### src/rtl/data_sram_bridge.sv
// Bridges the pipeline's single-cycle data SRAM port onto a request/ack bus.
// It stalls the pipeline until the bus access completes.
// Optional macro DATA_SRAM_TIMEOUT_EN adds an 8-bit wait timeout and a sticky mem_err flag.
module data_sram_bridge (
    input  logic        clk,
    input  logic        rst,
    input  logic        data_sram_en,
    input  logic [3:0]  data_sram_wen,
    input  logic [31:0] data_sram_addr,
    input  logic [31:0] data_sram_wdata,
    output logic [31:0] data_sram_rdata,
    output logic        stallreq,
    output logic        mem_req,
    output logic        mem_wr,
    output logic [3:0]  mem_be,
    output logic [31:0] mem_addr,
    output logic [31:0] mem_wdata,
    input  logic        mem_ack,
    input  logic [31:0] mem_rdata,
    output logic        mem_err
);

    typedef enum logic [1:0] {
        IDLE = 2'd0,
        REQ  = 2'd1,
        DONE = 2'd2
    } state_t;

    state_t      state_reg;
    logic [31:2] addr_reg;
    logic [3:0]  wen_reg;
    logic [31:0] wdata_reg;
    logic [31:0] rdata_reg;
    logic        mem_req_reg;
    logic [3:0]  mem_be_reg;

    logic        wr_next;
    logic [3:0]  be_next;

    // Reads fetch the whole word; writes pass the lane enables through.
    assign wr_next = |data_sram_wen;
    generate
        for (genvar gi = 0; gi < 4; gi++) begin : g_be
            assign be_next[gi] = data_sram_wen[gi] | ~wr_next;
        end
    endgenerate

`ifdef DATA_SRAM_TIMEOUT_EN
    logic [7:0] wait_cnt_reg;
    logic       err_reg;
    assign mem_err = err_reg;
`else
    assign mem_err = 1'b0;
`endif

    // Bus outputs come straight from registers latched at REQ entry, so they
    // cannot move while the slave is still working on the access.
    assign mem_req         = mem_req_reg;
    assign mem_wr          = |wen_reg;
    assign mem_be          = mem_be_reg;
    assign mem_addr        = {addr_reg, 2'b00};
    assign mem_wdata       = wdata_reg;
    assign data_sram_rdata = rdata_reg;

    // The stall must rise in the same cycle the request appears.
    assign stallreq = ~rst & ((state_reg == IDLE && data_sram_en) || state_reg == REQ);

    always_ff @(posedge clk or posedge rst) begin
        if (rst) begin
            state_reg    <= IDLE;
            addr_reg     <= '0;
            wen_reg      <= '0;
            wdata_reg    <= '0;
            rdata_reg    <= '0;
            mem_req_reg  <= 1'b0;
            mem_be_reg   <= '0;
`ifdef DATA_SRAM_TIMEOUT_EN
            wait_cnt_reg <= '0;
            err_reg      <= 1'b0;
`endif
        end else begin
            case (state_reg)
                IDLE: begin
                    if (data_sram_en) begin
                        addr_reg     <= data_sram_addr[31:2];
                        wen_reg      <= data_sram_wen;
                        wdata_reg    <= data_sram_wdata;
                        mem_be_reg   <= be_next;
                        mem_req_reg  <= 1'b1;
                        state_reg    <= REQ;
`ifdef DATA_SRAM_TIMEOUT_EN
                        wait_cnt_reg <= '0;
`endif
                    end
                end
                REQ: begin
                    if (mem_ack) begin
                        if (wen_reg == 4'b0000) begin
                            rdata_reg <= mem_rdata;
                        end
                        mem_req_reg <= 1'b0;
                        state_reg   <= DONE;
                    end
`ifdef DATA_SRAM_TIMEOUT_EN
                    else if (wait_cnt_reg == 8'hFF) begin
                        // Give up: poison load data and flag the error until reset.
                        if (wen_reg == 4'b0000) begin
                            rdata_reg <= 32'hDEAD_BEEF;
                        end
                        err_reg     <= 1'b1;
                        mem_req_reg <= 1'b0;
                        state_reg   <= DONE;
                    end else begin
                        wait_cnt_reg <= wait_cnt_reg + 8'd1;
                    end
`endif
                end
                DONE: begin
                    // The pipeline still shows the old request here; drop it.
                    state_reg <= IDLE;
                end
                default: begin
                    state_reg <= IDLE;
                end
            endcase
        end
    end

endmodule

### config.mk
export PLATFORM = sky130hd
export DESIGN_NAME = data_sram_bridge
export DESIGN_NICKNAME = d
export VERILOG_FILES = /design/src/rtl/data_sram_bridge.sv
export SDC_FILE = /design/constraint.sdc
export NUM_CORES = 1
export LEC_CHECK = 0
export ABC_AREA = 1
export BUFFER_PORTS_ARGS = -buffer_cell sky130_fd_sc_hd__buf_2
export CORE_MARGIN = 4
export CORE_UTILIZATION = 41
export CTS_BUF_LIST = sky130_fd_sc_hd__clkbuf_16
export DETAILED_ROUTE_END_ITERATION = 8
export PLACE_DENSITY = 0.76
export SKIP_LAST_GASP = 1
export SYNTH_ARGS = -nofsm -noshare
export SYNTH_HDL_FRONTEND = slang
export SYNTH_SLANG_ARGS = --single-unit
### constraint.sdc
create_clock -name clk -period 3.4 [get_ports clk]
set_clock_uncertainty 0.05 [all_clocks]
set_input_delay 0.51 -clock clk [delete_from_list [all_inputs] [get_ports clk]]
set_output_delay 0.51 -clock clk [all_outputs]
set_load 0.01 [all_outputs]
; Word-level counts from Yosys, hierarchy flattened
; Cells that the tools add are included.
[word_totals]
regBits = 105
inputBits = 104
output_inout_bits = 104
elab_cells = 34
[op_classes]
n_eq_ne = 3
mux = 6
n_bitwise = 7
n_reduce_logical = 11
[ops]
columns = operator, count
row1 = 4-bit OR reduction, 2
row2 = 3-bit AND reduction, 2
row3 = 4-bit logical NOT, 1
row4 = 2-bit 2-to-1 mux, 2
row5 = "2-bit != test, second input constant", 2
row6 = 1-bit bitwise OR, 4
row7 = 2-bit one-hot mux with 2 select lines, 1
row8 = 2-bit AND reduction, 2
row9 = "2-bit by 1-bit == test with 1-bit output, second input constant", 1
row10 = 2-bit logical NOT, 1
row11 = 1-bit 2-to-1 mux, 2
row12 = 1-bit NOT, 2
row13 = 1-bit one-hot mux with 2 select lines, 1
row14 = 2-bit nonzero test, 1
row15 = 1-bit AND, 1
row16 = 1-bit logical AND, 1
row17 = 1-bit logical OR, 1

; Longest topological paths before layout
; Gate-level depths: netlist of the first run.
[depth]
ltp_word = 4
depth_mapped = 7
ltp_nobuf = 5

; Least setup slack after synthesis of the first run
; No wires, ideal clock.
[synth_timing]
kind = flip-flop to output port
startpoint = register state_reg[0]
endpoint = output port stallreq
t_arrival_ns = 1.118
required_time_ns = 2.840
setup_slack_ns = 1.722
path_stages_with_launch = 6
n_path_buf = 2
cell_sequence = dfrtp_1 > nor2_1 > nand2_2 > buf_4 > buf_2 > a21oi_1
[synth_between]
elab_chain_len = 4
elab_cells_between_ends = 5
classes_between = eq/ne: 1 / bitwise: 1 / reduce/logical: 3
[synth_rtl]
columns = element, line_no
row1 = from (decl), 29  ; state_t state_reg;
row2 = from (signal assigned), 70  ; state_reg <= IDLE;
row3 = from (signal assigned), 90  ; state_reg <= REQ;
row4 = from (signal assigned), 102  ; state_reg <= DONE;
row5 = 2-bit logical NOT, 66  ; assign stallreq = ~rst & ((state_reg == IDLE && data_sram_en) || state_reg == REQ);
row6 = 1-bit logical AND, 66
row7 = 1-bit logical OR (*), 66
row8 = 1-bit AND (*), 66
row9 = to (decl), 12  ; output logic stallreq,
; Every way passes the cells marked *; elsewhere a longest branch is shown, timed or not.

; Worst setup path in the final report of the first run
[layout_timing]
startpoint = register state_reg[0]
endpoint = register addr_reg[4] (netlist name)
[layout_between]
elab_chain_len = 2
[layout_rtl]
columns = element, line_no
row1 = 2-bit logical NOT, 82  ; case (state_reg)
row2 = 2-bit AND reduction (no line), n/a
row3 = to (signal assigned), 85  ; addr_reg <= data_sram_addr[31:2];
row4 = to (decl), 30  ; logic [31:2] addr_reg;
; No other way between the ends.
; A chain may end at the register's enable or synchronous reset.

==> results.json, run 1 <==
{
  "cts_buffers": 9,
  "layout-drive-gt1-share": 0.344,
  "worstMarginPinSlew_ns": 1.08,
  "antenna_found_initial": 0,
  "synthSimpleGateAreaFrac": 0.263,
  "post_synth_mux_area_share": 0,
  "cts-root-buf": "clkbuf_16",
  "crit_top_cell": "nand2_1",
  "slowest_delay_ns": 0.90,
  "slew_headroom": 0.279,
  "hold_viol": 0,
  "status": "finished, final reports clean",
  "yosysTopAreaCellShare": 0.641,
  "met1_length_mm": 4.41,
  "synth_compound_area_frac": 0.0464,
  "routed_wl_mm": 10.7,
  "io_pins": 208,
  "final_nets": 758,
  "clk_path_buf_depth": 2,
  "stdcell_count": 792,
  "p_leak_nw": 3.23,
  "dp_hpwl_mm": 7.59,
  "min_path_type": "in2async",
  "synthAdderAreaFrac": 0,
  "arrival_ns": 2.56,
  "layout_commonest_cell": "nand2_1",
  "layout-area-overhead-vs-synth_pct": 34.3,
  "post-cts-setup-buffer-count": 0,
  "synthXorXnorAreaFrac": 0,
  "slew_violations": 0,
  "ys_seq_area_frac": 0.641,
  "fin_hold_ws_ns": 0.197,
  "fin_ws_ns": 1.07,
  "die_area_mm2": 0.0117,
  "vias": 3684,
  "crit_path_start_kind": "flip-flop",
  "yosysWarningCount": 0,
  "ant_nets": 0,
  "initial_core_util": 0.419,
  "crit_chain": "nor2_1 -> nand2_2 -> inv_2 -> nand2_1 -> nand2_1",
  "ctsResizeCount": 0,
  "grt_pass1_vias": 3490,
  "yosys_register_bits": 105,
  "clk_latency_ns": 0.34,
  "dr.first_iter.drc_count": 300,
  "required_ns": 3.63,
  "dpl_worst_slack_ns": 1.02,
  "core_mm2": 0.00977,
  "std_cell_rows": 36,
  "netlist_top_cells_area": "dfrtp_1 (64%), nand2_1 (25%), o21ai_0 (4.5%)",
  "cts.sinks": 105,
  "grt_first_pass_wirelength_mm": 16.7,
  "fp.dieH_um": 108,
  "fin_setup_tns_ns": 0,
  "met3_length_mm": 1.18,
  "grt-ovfl-total": 0,
  "avgSynthCellArea_um2": 8.87,
  "endpoint_kind": "flip-flop",
  "synthDistinctLibCells": 15,
  "total_power_mw": 4.81,
  "fillCellCount": 911,
  "layout_common_cells": "nand2_1 (275), buf_2 (202), dfrtp_1 (105), o21ai_0 (37), clkbuf_16 (9)",
  "dp.cells": 776,
  "htreeDepth": 3,
  "cp_slowest_cell": "inv_2",
  "vdd_ir_drop_max_mv": 0.378,
  "max_clock_freq_mhz": 429,
  "fp.dieW_um": 108,
  "syn_area_mm2": 0.00410,
  "critPathTopFamily": "buffers and inverters",
  "crit_path_max_fanout": 66,
  "wire_per_inst_um": 13.5,
  "drt-vias-per-instance": 4.65,
  "critPathBufInv": 1,
  "gp_congestion": 0.794,
  "hold_buffers": 0,
  "wl_met2_mm": 4.92,
  "synth_top_family_by_area": "simple AND/OR/NAND/NOR gates",
  "first_pass_iters": 7,
  "maxCapViolCount": 0,
  "fin_crit_ns": 2.33,
  "grt_max_degree": 67,
  "rsz0062_at_grt": "false",
  "io_buffers": 202,
  "syn_inst": 462,
  "setup_viol": 0,
  "cts_tree": "done",
  "pwr_density_cell_mw_per_mm2": 875,
  "top_layer_used": "met4",
  "n_antenna_cell": 0,
  "yosysTopAreaCell": "dfrtp_1",
  "path_class": "reg2reg",
  "drcViolationCount": 0,
  "period_share": 0.685,
  "clk_pin_slew_worst_paths_ns": 0.07,
  "grt_util_all_layers": 0.182
}
==> per-stage QoR <==
step / instance area, um^2 / utilization
2_1_floorplan: 4110 / -
4_1_cts: 5500 / 0.563
5_1_grt: 5500 / 0.563
6_report: 5500 / 0.563
3_5_place_dp: 5160 / 0.528
3_3_place_gp: 5160 / 0.528
==> synth_stat cells <==
cell type	count
a21oi_1	1
buf_2	8
buf_4	9
buf_6	3
clkbuf_1	7
conb_1	1
dfrtp_1	105
inv_1	7
inv_2	1
nand2_1	275
nand2_2	1
nand3_2	1
nor2_1	5
nor2_4	1
o21ai_0	37
==> final cells by class <==
class / count / area, um^2 / share of cell area
sequential: 105 / 2630 / 0.477
multi-input combinational: 324 / 1280 / 0.233
clock buffer: 9 / 225 / 0.0409
clock inverter: 7 / 118 / 0.0214
timing repair buffer: 206 / 1050 / 0.191
tap: 133 / 166 / 0.0302
inverter: 8 / 32.5 / 0.00591
==> routing by layer <==
metal  vias up  track usage
met1      1712        0.233
li1       1783            -
met4         0       0.0649
met2       176        0.285
met3        13       0.0669
met5         -            0
==> worst reg2reg max path, delay by kind of cell, from the launching register on <==
| kind | cells | cell delay [ns] |
|---|---|---|
| buf+inv | 1 | 0.90 |
| simple gates | 4 | 0.92 |
| flops | 1 | 0.41 |
==> where the power goes <==
part | leakage, nW | switching (mW) | internal (mW)
combinational | 1.76 | 0.977 | 0.623
sequential | 1.30 | 0.267 | 1.77
clock | 0.170 | 0.453 | 0.721
total | 3.23 | 1.70 | 3.12
==> worst paths after layout <==
kind                                    from     endpoint  slack [ns]  cells past startpoint
setup / recovery                state_reg[0]  addr_reg[4]        1.07                      5
hold / removal                           rst      mem_req        0.20                      2
setup reg to reg                state_reg[0]  addr_reg[4]        1.07                      5
hold reg to reg                    mem_be[3]    mem_be[3]        0.42                      2
max in group asynchronous                rst  addr_reg[9]        2.40                      3
min in group clk           data_sram_addr[7]  addr_reg[7]        0.31                      3
==> cells by family after synthesis <==
kind of cell,Yosys count
simple gates,283
flops,105
compound gates,38
buf+inv,35
other cells,1
Note: power is estimated with default switching activity, not from simulation.
==> run 2: changes to the inputs <==
--- a/config.mk
+++ b/config.mk
@@ -8,10 +8,10 @@
 export ABC_AREA = 1
 export BUFFER_PORTS_ARGS = -buffer_cell sky130_fd_sc_hd__buf_2
 export CORE_MARGIN = 4
-export CORE_UTILIZATION = 41
+export CORE_UTILIZATION = 45
 export CTS_BUF_LIST = sky130_fd_sc_hd__clkbuf_16
 export DETAILED_ROUTE_END_ITERATION = 8
-export PLACE_DENSITY = 0.76
+export PLACE_DENSITY = 0.79
 export SKIP_LAST_GASP = 1
 export SYNTH_ARGS = -nofsm -noshare
 export SYNTH_HDL_FRONTEND = slang
==> constraint.sdc (replaced) <==
create_clock -name clk -period 2.4 [get_ports clk]
set_clock_uncertainty 0.05 [all_clocks]
set_input_delay 0.36 -clock clk [delete_from_list [all_inputs] [get_ports clk]]
set_output_delay 0.36 -clock clk [all_outputs]
set_load 0.01 [all_outputs]
==> results.json, run 2 (synthesis gave the netlist of run 1 again) <==
{
  "status": "finished, final reports clean",
  "pwr-share-seq": 0.430,
  "initial_core_util": 0.465,
  "grt_util_met3": 0.0751,
  "stdcell_count": 770,
  "clk_path_buf_depth": 2,
  "wire_per_inst_um": 13.5,
  "dr.first_iter.drc_count": 151,
  "total_power_mw": 6.70,
  "fin_crit_ns": 1.89,
  "r2r-start": "state_reg[0]",
  "dp_hpwl_mm": 7.54,
  "first_pass_iters": 4,
  "core_mm2": 0.00881,
  "grt.busiest_layer": "met2",
  "final_nets": 762,
  "p_int_mw": 4.32,
  "clk_latency_ns": 0.33,
  "std_cell_rows": 34,
  "endpoint_kind": "output port",
  "cts_buffers": 9,
  "crit_path_start_kind": "flip-flop",
  "hold_buffers": 0,
  "dp.cells": 755,
  "arrival_ns": 1.48,
  "n_antenna_cell": 0,
  "switching_share": 0.356,
  "worstMarginPinSlew_ns": 0.640,
  "setup_viol": 0,
  "min_path_type": "in2async",
  "htreeDepth": 3,
  "rsz0062_at_grt": "false",
  "grt_pass1_vias": 3468,
  "fillCellCount": 741,
  "dpl_worst_slack_ns": 0.661,
  "layout_common_cells": "nand2_1 (275), buf_2 (202), dfrtp_1 (105), o21ai_0 (37), clkbuf_16 (9)",
  "routed_wl_mm": 10.4,
  "required_ns": 1.99,
  "pwr_density_cell_mw_per_mm2": 1220,
  "clk_pin_slew_worst_paths_ns": 0.07,
  "slew_violations": 0,
  "fin_hold_ws_ns": 0.148,
  "fp.dieW_um": 103,
  "combinationalPowerShare": 0.342,
  "drcViolationCount": 0,
  "vias": 3643,
  "path_class": "reg2out",
  "max_clock_freq_mhz": 528,
  "post-cts-setup-buffer-count": 0,
  "drt-vias-per-instance": 4.73,
  "slowest_delay_ns": 0.35,
  "die_area_mm2": 0.0107,
  "io_pins": 208,
  "gp_congestion": 0.772,
  "io_buffers": 202,
  "hold_viol": 0,
  "slew_headroom": 0.573,
  "grtUsageMet1": 0.235,
  "cp_slowest_cell": "dfrtp_1",
  "period_share": 0.789,
  "maxCapViolCount": 0,
  "grt-ovfl-total": 0,
  "crit_start": "wen_reg[0]",
  "grt_util_met2": 0.310,
  "cts.sinks": 105,
  "crit_path_max_fanout": 28,
  "p_sw_mw": 2.39,
  "cts-root-buf": "clkbuf_16",
  "grt_util_all_layers": 0.190,
  "layout-drive-gt1-share": 0.346,
  "crit_chain": "nor2_1 -> nand2_1 -> buf_4 -> buf_2",
  "p_leak_nw": 3.23,
  "cts_tree": "done",
  "layout-area-overhead-vs-synth_pct": 33.8,
  "critPathBufInv": 2,
  "grt_max_degree": 106,
  "fin_setup_tns_ns": 0,
  "layout_commonest_cell": "nand2_1",
  "fin_ws_ns": 0.506,
  "p_clk_frac": 0.228,
  "vdd_ir_drop_max_mv": 0.543,
  "antenna_found_initial": 0,
  "fp.dieH_um": 103,
  "grt_first_pass_wirelength_mm": 16.1,
  "ctsResizeCount": 0,
  "critPathTopFamily": "buffers and inverters",
  "ant_nets": 0
}
==> run 2: changes by cell type in the layout (fill, tap and decap cells not counted), sizes merged <==
cell,before,now
bufinv,3,2
clkinv,3,2
inv,9,8
clkinvlp,0,2
buf,206,210
==> run 2: final timing paths <==
kind                                       endpoint  slack, ns  cells after the start
worst max-delay path                         mem_wr       0.51                      4
worst min-delay path            data_sram_rdata[26]       0.15                      3
worst max register to register        mem_wdata[19]       0.71                      6
worst min register to register            mem_be[3]       0.43                      2
max in group asynchronous                 mem_be[3]       1.74                      3
min in group clk                       mem_wdata[0]       0.16                      3
==> run 2: metal layers <==
metal  vias up  wire, um
li1       1787         -
met1      1695      4320
met2       155      4840
met3         6      1180
met4         0        78
met5         -         0
==> run 2: final cells by class <==
class | instances | area [um^2] | share of cell area
Timing Repair Buffer | 210 | 1100 | 0.200
Inverter | 8 | 33.8 | 0.00616
Tap cell | 108 | 135 | 0.0246
Clock buffer | 9 | 225 | 0.0411
Multi-Input combinational cell | 324 | 1280 | 0.233
Sequential cell | 105 | 2630 | 0.479
Clock inverter | 6 | 85.1 | 0.0155
==> run 2: power groups by stage <==
stage / clock network [mW] / logic, mW / registers, mW
floorplan: 0 / 0.896 / 3.24
global placement: 0 / 2.26 / 2.87
detailed placement: 0 / 2.35 / 2.90
CTS: 1.55 / 2.34 / 2.89
global route: 1.64 / 2.59 / 2.98
finish: 1.53 / 2.29 / 2.89
==> run 2: worst register-to-register path, stage by stage, from the launching register on <==
cell	delay (ns)
dfrtp_1	0.40
nor2_1	0.13
nand2_2	0.20
inv_2	0.46
buf_4	0.27
nand2_1	0.06
nand2_1	0.07
==> run 2: per-stage QoR <==
stage / cell area [um^2] / utilization
2_1_floorplan: 4110 / -
3_3_place_gp: 5170 / 0.587
3_5_place_dp: 5170 / 0.587
4_1_cts: 5480 / 0.623
5_1_grt: 5480 / 0.623
6_report: 5480 / 0.623
==> run 3: changes to the inputs <==
--- a/config.mk
+++ b/config.mk
@@ -5,7 +5,7 @@
 export SDC_FILE = /design/constraint.sdc
 export NUM_CORES = 1
 export LEC_CHECK = 0
-export ABC_AREA = 1
+export ABC_AREA = 0
 export BUFFER_PORTS_ARGS = -buffer_cell sky130_fd_sc_hd__buf_2
 export CORE_MARGIN = 4
 export CORE_UTILIZATION = 45
==> constraint.sdc (replaced) <==
create_clock -name clk -period 1.83 [get_ports clk]
set_clock_uncertainty 0.05 [all_clocks]
set_input_delay 0.2745 -clock clk [delete_from_list [all_inputs] [get_ports clk]]
set_output_delay 0.2745 -clock clk [all_outputs]
set_load 0.01 [all_outputs]
==> results.json, run 3 <==
{
  "fin_crit_ns": 1.61,
  "cts_tree": "done",
  "first_pass_iters": 4,
  "die_area_mm2": 0.0107,
  "routed_wl_mm": 9.13,
  "yosysTopAreaCell": "dfrtp_1",
  "syn_area_mm2": 0.00411,
  "period_share": 0.878,
  "dp_hpwl_mm": 7.00,
  "avgSynthCellArea_um2": 16.8,
  "setup_viol": 0,
  "drcViolationCount": 0,
  "r2r-start": "wen_reg[0]",
  "hold_path_end": "state_reg[0]",
  "reg2reg_slack_ns": 0.27,
  "post-cts-setup-buffer-count": 0,
  "ctsResizeCount": 0,
  "worstMarginPinSlew_ns": 0.524,
  "grt_max_degree": 52,
  "core_mm2": 0.00881,
  "grt_util_all_layers": 0.169,
  "yosys_register_bits": 105,
  "gp_congestion": 0.701,
  "synth-edff-count": 0,
  "netlist_top_cells_area": "dfrtp_1 (64%), mux2_2 (19%), mux2_4 (11%)",
  "synth_common_cells": "dfrtp_1 (105), mux2_2 (68), mux2_4 (30)",
  "fin_ws_ns": 0.224,
  "arrival_ns": 1.28,
  "syn_inst": 245,
  "synthArstFlopShare": 1.00,
  "total_power_mw": 9.50,
  "synth_compound_area_frac": 0.00974,
  "synthSimpleGateAreaFrac": 0.0250,
  "dr.first_iter.drc_count": 67,
  "grt_first_pass_wirelength_mm": 14.9,
  "p_leak_nw": 2.87,
  "clk_pin_slew_worst_paths_ns": 0.07,
  "cts.sinks": 105,
  "ys_seq_area_frac": 0.639,
  "min_path_type": "in2reg",
  "yosysMostFrequentCell": "dfrtp_1",
  "layout_commonest_cell": "buf_2",
  "std_cell_rows": 34,
  "hold_buffers": 1,
  "holdCritStartpoint": "mem_ack",
  "clk_latency_ns": 0.33,
  "io_buffers": 202,
  "initial_core_util": 0.467,
  "status": "finished, final reports clean",
  "layout_common_cells": "buf_2 (202), dfrtp_1 (105), mux2_2 (68), mux2_4 (30)",
  "synthAdderAreaFrac": 0,
  "synthDistinctLibCells": 16,
  "required_ns": 1.51,
  "fp.dieH_um": 104,
  "layout-drive-gt1-share": 0.706,
  "crit_path_start_kind": "flip-flop",
  "grt_pass1_vias": 2965,
  "antenna_found_initial": 0,
  "n_antenna_cell": 0,
  "final_nets": 558,
  "layout-area-overhead-vs-synth_pct": 34.9,
  "yosysWarningCount": 0,
  "ff2ff_path_depth": 4,
  "fin_setup_tns_ns": 0,
  "slew_violations": 0,
  "endpoint_kind": "output port",
  "wire_per_inst_um": 16.1,
  "cts_buffers": 9,
  "vias": 2730,
  "clk_path_buf_depth": 2,
  "vdd_ir_drop_max_mv": 0.755,
  "post_synth_mux_area_share": 0.296,
  "maxCapViolCount": 0,
  "pwr_density_cell_mw_per_mm2": 1710,
  "ant_nets": 0,
  "crit_path_max_fanout": 2,
  "io_pins": 208,
  "grt-ovfl-total": 0,
  "dpl_worst_slack_ns": 0.293,
  "slew_headroom": 0.650,
  "max_clock_freq_mhz": 623,
  "drt-vias-per-instance": 4.81,
  "synthXorXnorAreaFrac": 0,
  "synth_top_family_by_area": "multiplexers",
  "hold_viol": 0,
  "path_class": "reg2out",
  "synth_ff_type": "dfrtp_1",
  "holdPathStages": 2,
  "cts-root-buf": "clkbuf_16",
  "yosysTopAreaCellShare": 0.639,
  "fp.dieW_um": 104,
  "htreeDepth": 3,
  "rsz0062_at_grt": "false",
  "r2r_end": "data_sram_rdata[28]"
}
run 3: cells by family (layout without fill, tap and decap cells):
kind of cell / after synthesis / in the layout
flops: 105 / 105
mux: 98 / 98
simple gates: 17 / 17
buf+inv: 17 / 229
compound gates: 7 / 7
other cells: 1 / 3
run 3: routing by layer:
metal  vias to the layer above  GRT usage  part of all wire
li1                       1267          -                 -
met1                      1329      0.202              0.39
met2                       118      0.297              0.52
met3                        16     0.0466             0.071
met4                         0     0.0513             0.015
met5                         -          0                 0
run 3: worst max-delay path by stage:
stage	startpoint	to	slack [ns]	depth (start not counted)
after floorplan	rst	addr_reg[10]	0.25	1
after global placement	state_reg[1]	wen_reg[0]	0.32	3
after detailed placement	state_reg[0]	mem_wdata[31]	0.29	3
after CTS	wen_reg[0]	mem_wr	0.20	3
after global routing	wen_reg[0]	mem_wr	0.16	3
final	wen_reg[0]	mem_wr	0.22	3
run 3: area by class of cell:
cell class,instances,area [um^2]
clock buffer,9,225
clock inverter,7,41.3
fill,700,3260
inverter,3,15.0
multi-input combinational,125,1380
sequential,105,2630
tap,108,135
timing repair buffer,210,1120
run 3: power breakdown:
group,internal (mW),switching [mW]
clock network,0.908,0.789
logic,2.05,1.64
registers,3.49,0.624
total,6.45,3.05
run 3: through the flow:
step                      hold slack (ns)  instance area, um^2  std cells  utilization
after floorplan                     0.314                 4120        247            -
after global placement              0.301                 5270        550        0.598
after detailed placement            0.311                 5270        550        0.598
after CTS                          0.0856                 5540        567        0.630
after global routing               0.0822                 5540        567        0.630
final                              0.0961                 5540        567        0.630
run 3: worst max-delay path: stages (launching register included):
cell	delay [ns]
dfrtp_1	0.42
nor4_4	0.32
inv_1	0.07
buf_2	0.15
